<file path="src/rtl/ysyx_22040895_wb_stage.sv">
// Writeback stage in front of the 64-bit, 32-entry integer register file.
// It merges the single-cycle ALU path, which is buffered in a small FIFO,
// with the long-latency LSU/MDU path onto the single regfile write port.
// It also keeps a pending-write scoreboard for the decoder's RAW hazard checks.
//
// Handshakes use strict valid/ready semantics. A transfer happens only in a
// cycle where valid and ready are both high. Ready never depends on valid
// in the same cycle, and ready is held low while rst is high.
//
// Optional feature: define YSYX_22040895_WB_BYPASS_EN to enable forwarding
// from the output register. In that build a match on the output register
// drives fwdX_* and does not count as busy.
module ysyx_22040895_wb_stage #(
    parameter int ALU_FIFO_DEPTH = 2,
    parameter int XLEN           = 64
) (
    input  logic            clk,
    input  logic            rst,
    input  logic            alu_valid_i,
    output logic            alu_ready_o,
    input  logic [4:0]      alu_rd_i,
    input  logic [XLEN-1:0] alu_data_i,
    input  logic            lsu_valid_i,
    output logic            lsu_ready_o,
    input  logic [4:0]      lsu_rd_i,
    input  logic [XLEN-1:0] lsu_data_i,
    input  logic            iss_valid_i,
    input  logic            iss_long_i,
    input  logic [4:0]      iss_rd_i,
    input  logic [4:0]      chk_rs1_i,
    input  logic [4:0]      chk_rs2_i,
    output logic            rs1_busy_o,
    output logic            rs2_busy_o,
    output logic            fwd1_valid_o,
    output logic [XLEN-1:0] fwd1_data_o,
    output logic            fwd2_valid_o,
    output logic [XLEN-1:0] fwd2_data_o,
    output logic            wb_we_o,
    output logic [4:0]      wb_waddr_o,
    output logic [XLEN-1:0] wb_wdata_o
);

    localparam int PTR_W = (ALU_FIFO_DEPTH > 1) ? $clog2(ALU_FIFO_DEPTH) : 1;
    localparam int CNT_W = PTR_W + 1;

    // ALU result FIFO storage. Each slot has a valid bit so the hazard
    // query can scan the slots without doing pointer arithmetic.
    logic [4:0]                fifo_rd   [ALU_FIFO_DEPTH];
    logic [XLEN-1:0]           fifo_data [ALU_FIFO_DEPTH];
    logic [ALU_FIFO_DEPTH-1:0] slot_valid;
    logic [PTR_W-1:0]          head;
    logic [PTR_W-1:0]          tail;
    logic [CNT_W-1:0]          count;

    logic        fifo_full;
    logic        fifo_nonempty;
    logic        grant_alu;
    logic        grant_lsu;
    logic        push;
    logic        pop;
    logic        lsu_accept;
    logic [31:0] pending;
    logic [31:0] pending_next;
    logic        fifo_hit1;
    logic        fifo_hit2;
    logic        out_hit1;
    logic        out_hit2;

    // Full and ready come from the registered count only. A pop in the same
    // cycle does not re-open the FIFO.
    always_comb begin
        fifo_full     = (count == CNT_W'(ALU_FIFO_DEPTH));
        fifo_nonempty = (count != '0);
        alu_ready_o   = !rst && !fifo_full;
        lsu_ready_o   = !rst && !fifo_full;
        // The LSU wins the write port unless the FIFO is full. When the FIFO
        // is full it drains first, so ALU results cannot starve.
        grant_alu     = fifo_nonempty && (!lsu_valid_i || fifo_full);
        grant_lsu     = lsu_valid_i && !grant_alu;
        push          = alu_valid_i && alu_ready_o;
        pop           = grant_alu;
        lsu_accept    = lsu_valid_i && lsu_ready_o;
    end

    // FIFO pointers, occupancy and slot valid bits. Reset discards all buffered results.
    always_ff @(posedge clk) begin
        if (rst) begin
            head       <= '0;
            tail       <= '0;
            count      <= '0;
            slot_valid <= '0;
        end else begin
            if (pop) begin
                head             <= head + PTR_W'(1);
                slot_valid[head] <= 1'b0;
            end
            if (push) begin
                tail             <= tail + PTR_W'(1);
                slot_valid[tail] <= 1'b1;
            end
            case ({push, pop})
                2'b10:   count <= count + CNT_W'(1);
                2'b01:   count <= count - CNT_W'(1);
                default: count <= count;
            endcase
        end
    end

    // FIFO payload. It needs no reset because slot_valid qualifies every read.
    always_ff @(posedge clk) begin
        if (push) begin
            fifo_rd[tail]   <= alu_rd_i;
            fifo_data[tail] <= alu_data_i;
        end
    end

    // Next scoreboard value. When the same rd is set and cleared in one cycle, the set wins.
    always_comb begin
        pending_next = pending;
        if (lsu_accept) begin
            pending_next[lsu_rd_i] = 1'b0;
        end
        if (iss_valid_i && iss_long_i && (iss_rd_i != 5'd0)) begin
            pending_next[iss_rd_i] = 1'b1;
        end
        pending_next[0] = 1'b0;
    end

    // Scoreboard register holding one pending bit per architectural register.
    always_ff @(posedge clk) begin
        if (rst) begin
            pending <= '0;
        end else begin
            pending <= pending_next;
        end
    end

    // Output register that drives the regfile write port. Results with rd=0 are consumed but never written.
    always_ff @(posedge clk) begin
        if (rst) begin
            wb_we_o    <= 1'b0;
            wb_waddr_o <= '0;
            wb_wdata_o <= '0;
        end else if (grant_lsu) begin
            wb_we_o    <= (lsu_rd_i != 5'd0);
            wb_waddr_o <= lsu_rd_i;
            wb_wdata_o <= lsu_data_i;
        end else if (grant_alu) begin
            wb_we_o    <= (fifo_rd[head] != 5'd0);
            wb_waddr_o <= fifo_rd[head];
            wb_wdata_o <= fifo_data[head];
        end else begin
            wb_we_o    <= 1'b0;
        end
    end

    // Hazard query. Check the FIFO slots and the output register against rs1 and rs2.
    always_comb begin
        fifo_hit1 = 1'b0;
        fifo_hit2 = 1'b0;
        for (int i = 0; i < ALU_FIFO_DEPTH; i++) begin
            if (slot_valid[i] && (fifo_rd[i] == chk_rs1_i)) fifo_hit1 = 1'b1;
            if (slot_valid[i] && (fifo_rd[i] == chk_rs2_i)) fifo_hit2 = 1'b1;
        end
        out_hit1 = wb_we_o && (wb_waddr_o == chk_rs1_i);
        out_hit2 = wb_we_o && (wb_waddr_o == chk_rs2_i);
`ifdef YSYX_22040895_WB_BYPASS_EN
        rs1_busy_o   = (chk_rs1_i != 5'd0) && (pending[chk_rs1_i] || fifo_hit1);
        rs2_busy_o   = (chk_rs2_i != 5'd0) && (pending[chk_rs2_i] || fifo_hit2);
        fwd1_valid_o = out_hit1 && (chk_rs1_i != 5'd0);
        fwd2_valid_o = out_hit2 && (chk_rs2_i != 5'd0);
        fwd1_data_o  = wb_wdata_o;
        fwd2_data_o  = wb_wdata_o;
`else
        rs1_busy_o   = (chk_rs1_i != 5'd0) && (pending[chk_rs1_i] || fifo_hit1 || out_hit1);
        rs2_busy_o   = (chk_rs2_i != 5'd0) && (pending[chk_rs2_i] || fifo_hit2 || out_hit2);
        fwd1_valid_o = 1'b0;
        fwd2_valid_o = 1'b0;
        fwd1_data_o  = '0;
        fwd2_data_o  = '0;
`endif
    end

endmodule

</file>
<file path="config.mk">
export PLATFORM = sky130hd
export DESIGN_NAME = ysyx_22040895_wb_stage
export DESIGN_NICKNAME = d
export VERILOG_FILES = /design/src/rtl/ysyx_22040895_wb_stage.sv
export SDC_FILE = /design/constraint.sdc
export NUM_CORES = 1
export LEC_CHECK = 0
export ABC_CLOCK_PERIOD_IN_PS = 4400
export BUFFER_PORTS_ARGS = -buffer_cell sky130_fd_sc_hd__buf_2
export CAP_MARGIN = 20
export CORE_MARGIN = 8
export CORE_UTILIZATION = 35
export CTS_CLUSTER_DIAMETER = 150
export CTS_CLUSTER_SIZE = 40
export DETAILED_ROUTE_END_ITERATION = 10
export PLACE_DENSITY = 0.67
export SETUP_SLACK_MARGIN = 0.05
export SYNTH_ARGS = -nofsm -noshare
export SYNTH_HDL_FRONTEND = slang
export SYNTH_SLANG_ARGS = --single-unit
</file>
<file path="constraint.sdc">
create_clock -name clk -period 4.4 [get_ports clk]
set_input_delay 0.88 -clock clk [delete_from_list [all_inputs] [get_ports clk]]
set_output_delay 0.88 -clock clk [all_outputs]
set_load 0.02 [all_outputs]
</file>
==> results.py, run 1 <==
metrics = {
    "status": {
        "status": "finished clean",
    },
    "yosys": {
        "synth_ff_type": "edfxtp_1",
        "synthCells": 1037,
        "syn_area_um2": 11400,
        "ys_seq_elements": 246,
        "yosys_warnings": 0,
        "syn_avg_cell_area_um2": 11.0,
        "synthArstFlopShare": 0,
        "synth_cell_types": 52,
        "synth_edf_count": 138,
        "ys_seq_area_frac": 0.551,
    },
    "cells_and_area": {
        "drive_gt1_frac": 0.224,
        "final_common_cell": "buf_2",
        "fillers": 3131,
        "area_delta_synth_final_pct": 11.5,
        "finalNetCount": 1381,
        "layout_common_cells": "buf_2, nand2_1, edfxtp_1",
    },
    "floorplan": {
        "initial_utilization": 0.354,
        "die_w_um": 197,
        "rows": 66,
        "die_height_um": 197,
        "num_io_pins": 363,
        "coreArea_um2": 32400,
        "dieArea_um2": 38700,
    },
    "sta": {
        "tightest_slew_ps": 1020,
        "rsz0062_at_grt": "false",
        "fin_skew_ps": 51.4,
        "max-slew-margin-rel": 0.323,
        "setup_viol": 0,
        "setup_ws_ps": 797,
        "hold_viol": 0,
        "fin_crit_sh": 0.819,
        "finalCriticalPeriod_ps": 3600,
        "final.setup.tns_ps": 0,
        "clock.fmax_mhz": 278,
        "finalMaxSlewViolations": 0,
    },
    "global_routing": {
        "grtUsageMet3": 0.0408,
        "top_usage_layer": "met2",
        "grt_max_degree": 87,
        "grt_remaining_overflow": 0,
        "antenna_found_initial": 4,
        "grt_pass1_wl_um": 44400,
        "grt_use_met1": 0.176,
        "track_usage": 0.141,
        "use_met2": 0.242,
        "grt_pass1_vias": 7909,
    },
    "worst_setup_path": {
        "r2r-end": "pending[9]$_SDFF_PP0_",
        "timing.critical_path.arrival_ps": 2720,
        "slowest_stage": "mux4_1",
        "criticalPathCategory": "input pin to primary output",
        "critPathMaxFanout": 13,
        "cp-end-kind": "primary output",
        "worst_setup_path_start_kind": "input pin",
        "crit_chain": "buf_2, mux4_1, mux4_2, mux2i_1, o21ai_1, buf_2",
        "cp.required_ps": 3520,
        "reg2reg_slack_ps": 2030,
        "r2r_cells": 5,
        "critPathMaxStageDelay_ps": 610,
        "cp_common_cell": "buf_2",
        "r2r-start": "count[0]$_SDFFE_PP0P_",
    },
    "flow_run": {
        "drv_cap": 0,
    },
    "drt": {
        "drtPass1Iterations": 5,
        "ant_nets": 0,
        "drtIter0Drc": 592,
        "routed_via_density": 4.80,
        "vias": 8013,
        "remaining_drc_errors": 0,
        "wl_per_cell_um": 17.7,
        "wl_um": 29500,
    },
    "cts": {
        "cts.sinks": 246,
        "cts_tree": "yes",
        "post_cts_buffers": 0,
        "root_buffer": "clkbuf_16",
        "cts_repair_resize_count": 0,
        "h-tree-depth": 1,
        "holdBufCountCts": 0,
        "numCtsBuffers": 10,
        "clk_latency_ps": 490,
        "clockBufferDepth": 3,
        "clk_pin_slew_ps": 80,
    },
    "hold_path": {
        "worst_hold_startpoint": "wb_wdata_o[10]$_SDFFE_PP0P_",
        "min_delay_worst_endpoint": "wb_wdata_o[10]$_SDFFE_PP0P_",
        "worst_hold_path.num_cells": 2,
        "hp-class": "flip-flop to flip-flop",
    },
    "placement": {
        "gp_congestion": 0.844,
        "pre_cts_ws_ps": 771,
        "dp.final_hpwl_um": 21800,
        "numPortBuffers": 232,
    },
    "power_and_ir_drop": {
        "p_per_area_nw_per_um2": 487,
        "leakage_nw": 4.92,
        "max-vdd-ir-drop_uv": 325,
    },
}
## sequential cells by signal (all words and copies together) (netlist names), named ones only
name,count
wb_wdata_o,64
head,1
wb_we_o,1
tail,1
fifo_rd,10
wb_waddr_o,5
slot_valid,2
pending,31
fifo_data,128
count,2
## layer usage
layer | wire length, um | vias to the layer above
met5 | 22 | -
met4 | 342 | 4
li1 | - | 3801
met2 | 14100 | 372
met1 | 11900 | 3804
met3 | 3220 | 32
## metrics by stage
stage / hold slack (ps) / instance area, um^2 / util / power (mW) / instances
6_report: 457 / 12800 / 0.394 / 6.22 / 1668
5_1_grt: 472 / 12800 / 0.394 / 6.57 / 1668
4_1_cts: 460 / 12800 / 0.394 / 6.29 / 1667
3_5_place_dp: 443 / 12400 / 0.384 / 5.13 / 1651
3_3_place_gp: 436 / 12400 / 0.384 / 5.08 / 1651
2_1_floorplan: 459 / 11900 / - / 4.59 / 1166
## power breakdown
| group | switching (mW) | internal, mW |
|---|---|---|
| Sequential | 0.294 | 2.76 |
| Clock | 0.691 | 0.480 |
| Combinational | 1.25 | 0.746 |
## critical path, delay by kind of cell
kind            cells  cell delay [ps]
compound gates      1              100
buf+inv             2              470
mux                 3             1270
## cell type report
type	count	area [um^2]	area share
clock inverters	1	30.0	0.00235
multi-input cells	719	4310	0.338
clock buffers	15	290	0.0227
well taps	442	553	0.0433
diodes	1	2.50	0.000196
inverters	2	7.51	0.000588
flip-flops and latches	246	6310	0.494
repair buffers	242	1260	0.0990
## synthesized netlist by cell type, types with 2 or more instances
cell type,n,area (um^2)
or3b_1,2,17.5
nor2_1,15,56.3
clkbuf_1,31,116
a21oi_1,106,531
buf_4,135,1010
clkbuf_2,2,10.0
o211ai_1,68,510
mux4_2,9,203
mux2i_1,79,791
xnor2_1,7,61.3
buf_1,6,22.5
buf_6,2,22.5
nor3_1,2,10.0
nor4_1,7,43.8
or4b_1,2,20.0
nand3b_1,3,22.5
inv_1,2,7.51
o21ai_0,33,165
edfxtp_1,138,4140
mux4_1,4,105
and3_1,5,31.3
nor3b_1,4,30.0
nand2_1,172,646
mux2_2,2,22.5
dfxtp_1,108,2160
a31oi_1,2,12.5
or3_1,3,18.8
nor2b_1,6,37.5
xor2_1,26,228
nand2b_1,3,18.8
nand3_1,10,50.1
clkbuf_8,3,41.3
buf_2,20,100
o21ai_1,2,10.0
## cells by family after synthesis
group	count (synthesis)	share of synthesized area
compound gates	218	0.113
xor+xnor	33	0.0252
fa+ha+maj	1	0.00109
buf+inv	201	0.117
flops	246	0.551
mux	95	0.0989
other cells	1	0.000328
simple gates	242	0.0938
## how the worst max path moves through the flow
stage	from	to	slack (ps)	cells after the start
after floorplan	rst	fifo_data[0][0]$_DFFE_PP_	680	3
after global placement	chk_rs1_i[1]	rs1_busy_o	830	6
after detailed placement	chk_rs1_i[1]	rs1_busy_o	770	6
after CTS	chk_rs1_i[1]	rs1_busy_o	780	6
after global routing	chk_rs1_i[1]	rs1_busy_o	700	6
final	chk_rs1_i[1]	rs1_busy_o	800	6
No activity file was read; power rests on OpenSTA's default activity.
==> inputs of run 2 (changes only) <==
- ABC_CLOCK_PERIOD_IN_PS: 4400 -> 2900
- clock period: 4.4 -> 2.9 ns (I/O delays scaled with it)
==> results.py, run 2 (synthesized netlist as in run 1, its figures left out) <==
metrics = {
    "cells_and_area": {
        "largestRegisters": "fifo_data: 128 flops, wb_wdata_o: 64 flops, pending: 31 flops",
        "fillers": 3153,
        "area_delta_synth_final_pct": 12.6,
        "top_register": "fifo_data",
        "layout_common_cells": "buf_2, nand2_1, edfxtp_1",
        "utilization": 0.398,
        "finalNetCount": 1392,
        "final_common_cell": "buf_2",
        "final_area_um2": 12900,
        "drive_gt1_frac": 0.245,
        "largest_reg_flops": 128,
    },
    "worst_setup_path": {
        "worst_setup_path_start_kind": "flip-flop",
        "reg2reg_slack_ps": 870,
        "slowest_stage": "edfxtp_1",
        "crit_chain": "xor2_1, nor4_1, nand3_1, and3_1, a21oi_1, buf_4",
        "cp.required_ps": 2320,
        "critPathMaxStageDelay_ps": 530,
        "r2r-end": "fifo_data[0][42]$_DFFE_PP_",
        "critPathBufInv": 1,
        "criticalPathCategory": "flip-flop to primary output",
        "r2r_cells": 6,
        "cp-end-kind": "primary output",
        "crit_family": "simple AND/OR/NAND/NOR gates",
        "r2r-start": "count[0]$_SDFFE_PP0P_",
        "timing.critical_path.arrival_ps": 2200,
        "critPathMaxFanout": 3,
    },
    "power_and_ir_drop": {
        "p_per_area_nw_per_um2": 739,
        "p_sw_frac": 0.360,
        "leakage_nw": 4.97,
        "internal_power_mw": 6.09,
        "clock_power_share": 0.190,
        "max-vdd-ir-drop_uv": 541,
        "sequentialPowerShare": 0.482,
        "p_switching_mw": 3.43,
        "comb_power_share": 0.328,
    },
    "flow_run": {
        "drv_cap": 0,
    },
    "global_routing": {
        "grt_pass1_wl_um": 44700,
        "track_usage": 0.142,
        "grt_pass1_vias": 8071,
        "grt_max_degree": 138,
        "grt_remaining_overflow": 0,
        "antenna_found_initial": 6,
    },
    "floorplan": {
        "die_height_um": 197,
        "initial_utilization": 0.354,
        "rows": 66,
        "dieArea_um2": 38700,
        "coreArea_um2": 32400,
        "num_io_pins": 363,
        "die_w_um": 197,
    },
    "sta": {
        "setup_ws_ps": 122,
        "hold_viol": 0,
        "setup_viol": 0,
        "tightest_slew_ps": 697,
        "finalCriticalPeriod_ps": 2780,
        "finalMaxSlewViolations": 0,
        "hold_slack_ps": 252,
        "max-slew-margin-rel": 0.535,
        "rsz0062_at_grt": "true",
        "final.setup.tns_ps": 0,
        "clock.fmax_mhz": 360,
        "fin_crit_sh": 0.958,
        "fin_skew_ps": 56.5,
    },
    "placement": {
        "placedInstanceArea_um2": 12500,
        "pre_cts_ws_ps": 129,
        "numPortBuffers": 232,
        "dp.final_hpwl_um": 21500,
        "gp_congestion": 0.832,
    },
    "cts": {
        "clockBufferDepth": 3,
        "numCtsBuffers": 10,
        "cts.sinks": 246,
        "h-tree-depth": 1,
        "clk_pin_slew_ps": 150,
        "clk_latency_ps": 500,
        "root_buffer": "clkbuf_16",
        "cts_tree": "yes",
    },
    "drt": {
        "routed_via_density": 4.78,
        "ant_nets": 0,
        "wl_per_cell_um": 17.6,
        "wl_um": 29500,
        "remaining_drc_errors": 0,
        "drtIter0Drc": 512,
        "drtPass1Iterations": 5,
        "vias": 8033,
    },
    "hold_path": {
        "worst_hold_path.num_cells": 1,
        "worst_hold_startpoint": "alu_data_i[61]",
        "hp-class": "input pin to flip-flop",
        "min_delay_worst_endpoint": "fifo_data[1][61]$_DFFE_PP_",
    },
    "status": {
        "status": "finished clean",
    },
}
-- run 2: changes by cell type in the layout (fill, tap and decap cells not counted), sizes merged --
cell / before / now
diode: 1 / 3
clkbuf: 15 / 14
clkinv: 1 / 2
buf: 242 / 253
-- run 2: layout make-up --
type / instances / area [um^2] / area share
multi-input combinational: 719 / 4300 / 0.333
inverter: 2 / 7.51 / 0.000583
sequential: 246 / 6330 / 0.491
clock buffer: 14 / 287 / 0.0222
tap: 442 / 553 / 0.0429
antenna: 3 / 7.51 / 0.000583
timing repair buffer: 253 / 1380 / 0.107
clock inverter: 2 / 35.0 / 0.00272
-- run 2: power groups by stage --
stage,registers (mW),clock network [mW],logic (mW)
global placement,4.65,0,3.12
floorplan,4.82,0,2.13
finish,4.59,1.81,3.12
global route,4.66,1.98,3.43
CTS,4.59,1.87,3.18
detailed placement,4.67,0,3.17
-- run 2: per-stage QoR --
stage          cells  total power, mW
5_1_grt         1681             10.1
6_report        1681             9.52
3_5_place_dp    1658             7.83
2_1_floorplan   1166             6.95
4_1_cts         1676             9.64
3_3_place_gp    1658             7.77
-- run 2: worst max-delay path by stage --
stage / from / end / slack, ps / depth (start not counted)
final: fifo_rd[1][1]$_DFFE_PP_ / rs2_busy_o / 120 / 6
after global routing: pending[31]$_SDFF_PP0_ / rs1_busy_o / 40 / 5
after CTS: pending[24]$_SDFF_PP0_ / rs1_busy_o / 50 / 5
after detailed placement: chk_rs1_i[1] / rs1_busy_o / 130 / 6
after global placement: chk_rs1_i[1] / rs1_busy_o / 150 / 6
after floorplan: rst / fifo_data[0][0]$_DFFE_PP_ / 230 / 3
-- run 2: metal layers --
metal  up-vias  part of all wire  GRT usage
met5         -            0.0014          0
li1       3826                 -          -
met1      3814              0.41      0.173
met3        38             0.099     0.0396
met4         6             0.021     0.0376
met2       349              0.47      0.244
-- run 2: what timing repair did --
action | in CTS | in global routing
hold buffers | 0 | 0
setup buffers | 2 | 2
hold endpoints to repair | 0 | 0
pin swaps | 0 | 2
gates resized for setup | 5 | 14
setup endpoints to repair | 1 | 2
